## src/rtl/branch_commit_unit.sv

```systemverilog
// Commit-side branch predictor update producer: buffers resolved branches in a
// small FIFO, drains one update per cycle, and raises a one-cycle redirect on mispredict.
module branch_commit_unit #(
   parameter int ADDR_WIDTH = 32,
   parameter int DEPTH      = 4,
   parameter int PTR_W      = 2
) (
   input  logic                  clk,
   input  logic                  rst_in,
   input  logic                  rdy_in,
   input  logic                  commit_en,
   input  logic [ADDR_WIDTH-1:0] commit_pc,
   input  logic                  commit_pred,
   input  logic                  commit_taken,
   input  logic [ADDR_WIDTH-1:0] commit_target,
   output logic                  commit_ready,
   output logic                  pred_upd_en,
   output logic [ADDR_WIDTH-1:0] pred_upd_pc,
   output logic                  pred_upd_res,
   output logic                  flush_out,
   output logic [ADDR_WIDTH-1:0] redirect_pc,
   output logic [31:0]           br_cnt,
   output logic [31:0]           mis_cnt
);

   typedef enum logic {S_RUN, S_FLUSH} state_t;

   localparam logic [PTR_W:0] DEPTH_C = (PTR_W+1)'(DEPTH);

   state_t                  state_q, state_d;
   logic [PTR_W-1:0]        wr_ptr_q, rd_ptr_q;
   logic [PTR_W:0]          count_q, count_d;
   logic [31:0]             br_cnt_q, mis_cnt_q;
   logic [ADDR_WIDTH-1:0]   redirect_q;
   logic [ADDR_WIDTH-1:0]   pc_mem_q  [DEPTH];
   logic                    res_mem_q [DEPTH];

   logic                    full, accept, push, pop, mispredict, not_empty;
   logic [ADDR_WIDTH-1:0]   correct_pc;

   assign full         = (count_q == DEPTH_C);
   assign not_empty    = (count_q != '0);
   assign commit_ready = rdy_in && !full && (state_q == S_RUN);
   assign accept       = commit_en && commit_ready;
   assign push         = accept;
   assign pop          = pred_upd_en;
   assign mispredict   = accept && (commit_pred != commit_taken);
   assign correct_pc   = commit_taken ? commit_target : commit_pc + ADDR_WIDTH'(4);

   // Head is gated so stale storage never leaks out while the queue is empty.
   assign pred_upd_en  = rdy_in && not_empty;
   assign pred_upd_pc  = not_empty ? pc_mem_q[rd_ptr_q]  : '0;
   assign pred_upd_res = not_empty ? res_mem_q[rd_ptr_q] : 1'b0;

   assign flush_out    = (state_q == S_FLUSH);
   assign redirect_pc  = redirect_q;
   assign br_cnt       = br_cnt_q;
   assign mis_cnt      = mis_cnt_q;

   always_comb begin
      state_d = state_q;
      count_d = count_q;
      if (rdy_in) begin
         case (state_q)
            S_RUN:   if (mispredict) state_d = S_FLUSH;
            S_FLUSH: state_d = S_RUN;
            default: state_d = S_RUN;
         endcase
      end
      case ({push, pop})
         2'b10:   count_d = count_q + 1'b1;
         2'b01:   count_d = count_q - 1'b1;
         default: count_d = count_q;
      endcase
   end

   always_ff @(posedge clk) begin
      if (rst_in) begin
         state_q    <= S_RUN;
         wr_ptr_q   <= '0;
         rd_ptr_q   <= '0;
         count_q    <= '0;
         br_cnt_q   <= '0;
         mis_cnt_q  <= '0;
         redirect_q <= '0;
      end else begin
         state_q <= state_d;
         count_q <= count_d;
         if (push) wr_ptr_q <= wr_ptr_q + 1'b1;
         if (pop)  rd_ptr_q <= rd_ptr_q + 1'b1;
         if (accept) br_cnt_q <= br_cnt_q + 32'd1;
         if (mispredict) begin
            mis_cnt_q  <= mis_cnt_q + 32'd1;
            redirect_q <= correct_pc;
         end
      end
   end

   // Storage has no reset; validity is tracked solely by the pointers and count.
   for (genvar gi = 0; gi < DEPTH; gi++) begin : g_entry
      always_ff @(posedge clk) begin
         if (push && (wr_ptr_q == PTR_W'(gi))) begin
            pc_mem_q[gi]  <= commit_pc;
            res_mem_q[gi] <= commit_taken;
         end
      end
   end

endmodule
```

## config.mk

```make
export PLATFORM = sky130hd
export DESIGN_NAME = branch_commit_unit
export DESIGN_NICKNAME = d
export VERILOG_FILES = /design/src/rtl/branch_commit_unit.sv
export SDC_FILE = /design/constraint.sdc
export NUM_CORES = 1
export LEC_CHECK = 0
export BUFFER_PORTS_ARGS = -buffer_cell sky130_fd_sc_hd__buf_4
export CAP_MARGIN = 20
export CORE_ASPECT_RATIO = 0.6
export CORE_MARGIN = 3
export CORE_UTILIZATION = 30
export CTS_BUF_LIST = sky130_fd_sc_hd__clkbuf_16
export CTS_CLUSTER_SIZE = 14
export DETAILED_ROUTE_END_ITERATION = 8
export PLACE_DENSITY_LB_ADDON = 0.12
export SLEW_MARGIN = 20
export SYNTH_ARGS = -nofsm -noshare
export SYNTH_HDL_FRONTEND = slang
export SYNTH_SLANG_ARGS = --single-unit
```

## constraint.sdc

```tcl
create_clock -name clk -period 5.91 [get_ports clk]
set_input_delay 0.2955 -clock clk [delete_from_list [all_inputs] [get_ports clk]]
set_output_delay 0.2955 -clock clk [all_outputs]
set_load 0.05 [all_outputs]
```

==> flow_summary.yaml <==
final_layout:
  fill_cells: 3353
  final_common_cell: "buf_4"
  final_area_um2: 13400
  final_cell_mix: "buf_4 (205), edfxtp_1 (132), dfxtp_1 (104), nor2_1 (86), nand2_1 (50)"
  drive_gt1_share_pct: 25.9
  area_growth_pct: 28.0
  nNetsFinal: 1171
  fin_util_pct: 39.4
clocking:
  clock-sinks: 238
  clock_path_buffers: 3
  cts_tree: "done"
  h-tree-depth: 1
  clk_pin_slew_ps: 70
  cts_made_buffers: 24
  postCtsSetupBuffers: 0
  insertion_delay_ps: 530
  cts_hold_buf: 18
  clock-root-buffer: "clkbuf_16"
  ctsResizeCount: 0
synth:
  syn_nets: 969
  syn_area_um2: 10500
  synth_edf_count: 132
  synth.distinct_cells: 49
  yosys_register_bits: 238
  ys.flop_type: "edfxtp_1"
  yosysSeqAreaShare_pct: 58.0
  synth.avg_cell_area_um2: 11.8
  synth_cells: 890
  async_reset_ff_share_pct: 0
  yosysWarnings: 0
drt:
  drcViolationCount: 0
  drtPass1Iterations: 5
  drt-initial-drc-count: 495
  post_drt_wl_per_cell_um: 20.0
  ant_nets: 0
  vias_per_cell: 4.90
  routed_wl_um: 31500
  vias: 7688
global_routing:
  gr-total-overflow: 0
  grt_pass1_vias: 7519
  grt_usage_pct: 16.7
  grt_max_degree: 65
  antenna_found_initial: 1
  grt_pass1_wl_um: 47500
min_path:
  holdCritStartpoint: "commit_pc[19]"
  hold_class: "in -> reg"
  worstHoldEndpoint: "pc_mem_q[3][19]$_DFFE_PP_"
  hold_depth: 1
run_status:
  status: "finished clean"
setup_path:
  path_max_fanout: 23
  critPathCaptureType: "flop"
  start_kind: "flop"
  arrival_ps: 3460
  critPathKind: "reg -> reg"
  reg2reg_from: "flush_out$_SDFFE_PP0P_"
  reg2reg_to: "redirect_pc[20]$_SDFFE_PP0P_"
  reg2reg_depth: 6
  reg2reg_slack_ps: 2910
  crit_required_ps: 6370
placement:
  dp_hpwl_um: 21700
  gp_congestion: 0.788
  place_area_um2: 12400
  portBuffers: 201
die:
  fp.dieArea_um2: 37300
  initial_core_util_pct: 30.8
  rows: 52
  io_pins: 202
  die_height_um: 151
  core_area_um2: 34100
  die_w_um: 247
timing:
  rsz0062_at_grt: "no"
  finalCritPeriodShare_pct: 50.7
  slew_headroom_pct: 30.1
  setup_viol: 0
  fin_worst_skew_ps: 19.8
  post-route-min-period_ps: 3000
  tightest_slew_ps: 1050
  fin_hold_ws_ps: 26.8
  timing.fmax_mhz: 333
  report.final.slew_viol_count: 0
  fin_tns_setup_ps: 0
  finalHoldViolCount: 0
power:
  powerDensity_nw_per_um2: 362
  vdd_drop_max_v: 0.000206
  leakagePower_nw: 4.77
  finalPower_mw: 4.86
job:
  drv_cap: 0
[power breakdown]
part           switching, mW  internal [mW]
combinational          0.919          0.476
sequential            0.0738           1.81
clock                  0.658          0.921
total                   1.65           3.21
[worst max-delay path: stages (launching register included)]
cell      delay, ps
dfxtp_1         340
nand3b_1        320
nor2_2          800
inv_1           260
nor2_1          780
a32oi_1         230
o22ai_1         190
[cell type report]
cell class | count | area, µm² | area share, %
Sequential cell | 238 | 6090 | 45.3
Multi-Input combinational cell | 585 | 4170 | 31.0
Timing Repair Buffer | 223 | 1720 | 12.8
Clock buffer | 26 | 651 | 4.84
Tap cell | 459 | 574 | 4.28
Clock inverter | 18 | 154 | 1.15
Inverter | 20 | 75.1 | 0.559
Antenna cell | 1 | 2.50 | 0.0186
[how the worst max path moves through the flow]
stage,startpoint,end,slack [ps],cells after the start
finish,flush_out$_SDFFE_PP0P_,redirect_pc[20]$_SDFFE_PP0P_,2910,6
CTS,flop,pred_upd_pc[11],2820,4
global route,flush_out$_SDFFE_PP0P_,redirect_pc[19]$_SDFFE_PP0P_,2540,6
detailed placement,flush_out$_SDFFE_PP0P_,redirect_pc[19]$_SDFFE_PP0P_,2900,6
global placement,flush_out$_SDFFE_PP0P_,redirect_pc[20]$_SDFFE_PP0P_,2990,6
floorplan,count_q[0]$_SDFFE_PP0P_,count_q[2]$_SDFFE_PP0P_,3190,8
[Yosys cell counts, types with 2 or more instances]
library cell / number / area share (%)
a2111oi_0: 2 / 0.17
a211o_1: 3 / 0.25
a211oi_1: 5 / 0.36
a21oi_1: 34 / 1.6
a221oi_1: 7 / 0.58
a32oi_1: 4 / 0.33
and2_1: 14 / 0.83
and3_1: 25 / 1.5
and4_1: 8 / 0.67
buf_1: 2 / 0.072
buf_2: 4 / 0.19
clkbuf_1: 41 / 1.5
dfxtp_1: 106 / 20
edfxtp_1: 132 / 38
ha_1: 8 / 0.95
inv_1: 20 / 0.72
mux2i_1: 5 / 0.48
mux4_2: 33 / 7.1
nand2_1: 50 / 1.8
nand2b_1: 4 / 0.24
nand3_1: 34 / 1.6
nand4_1: 28 / 1.7
nor2_1: 87 / 3.1
nor2b_1: 34 / 2.0
nor3_1: 18 / 0.86
nor4_1: 22 / 1.3
nor4b_1: 2 / 0.17
o211ai_1: 3 / 0.21
o21ai_0: 16 / 0.76
o22ai_1: 17 / 1.0
o2bb2ai_1: 2 / 0.17
or3_1: 14 / 0.83
or4_1: 5 / 0.36
xnor2_1: 46 / 3.8
xor2_1: 41 / 3.4
[state kept, by name, indices dropped and copies added (netlist names), named ones only]
name,count
rd_ptr_q,2
mis_cnt,32
res_mem_q,4
br_cnt,32
wr_ptr_q,2
flush_out,1
count_q,3
pc_mem_q,128
redirect_pc,32
[metrics by stage]
step	instances	setup WS, ps
final	1570	2910
after global routing	1570	2540
after CTS	1569	2820
after detailed placement	1507	2900
after global placement	1507	2990
after floorplan	890	3190
[cell families (layout without fill, tap and decap cells)]
kind of cell               after synthesis  after routing  share of synthesized area [%]
and+or+nand+nor                        356            356                           18.0
adders and majority gates                9              9                           1.14
xor gates and xnor gates                87             87                           7.26
other                                    0              1                              0
DFF                                    238            238                           58.0
AOI/OAI and AO/OA                       95             95                           5.60
buffers and inverters                   67            287                           2.44
muxes                                   38             38                           7.56
[routing by layer]
metal	share of wire (%)	vias to the layer above	track usage, %
met5	0	-	0
met4	2.0	0	3.85
met3	6.2	32	3.96
met2	44	188	24.8
met1	48	3773	24.6
li1	-	3695	-
No activity file was read; power rests on OpenSTA's default activity.
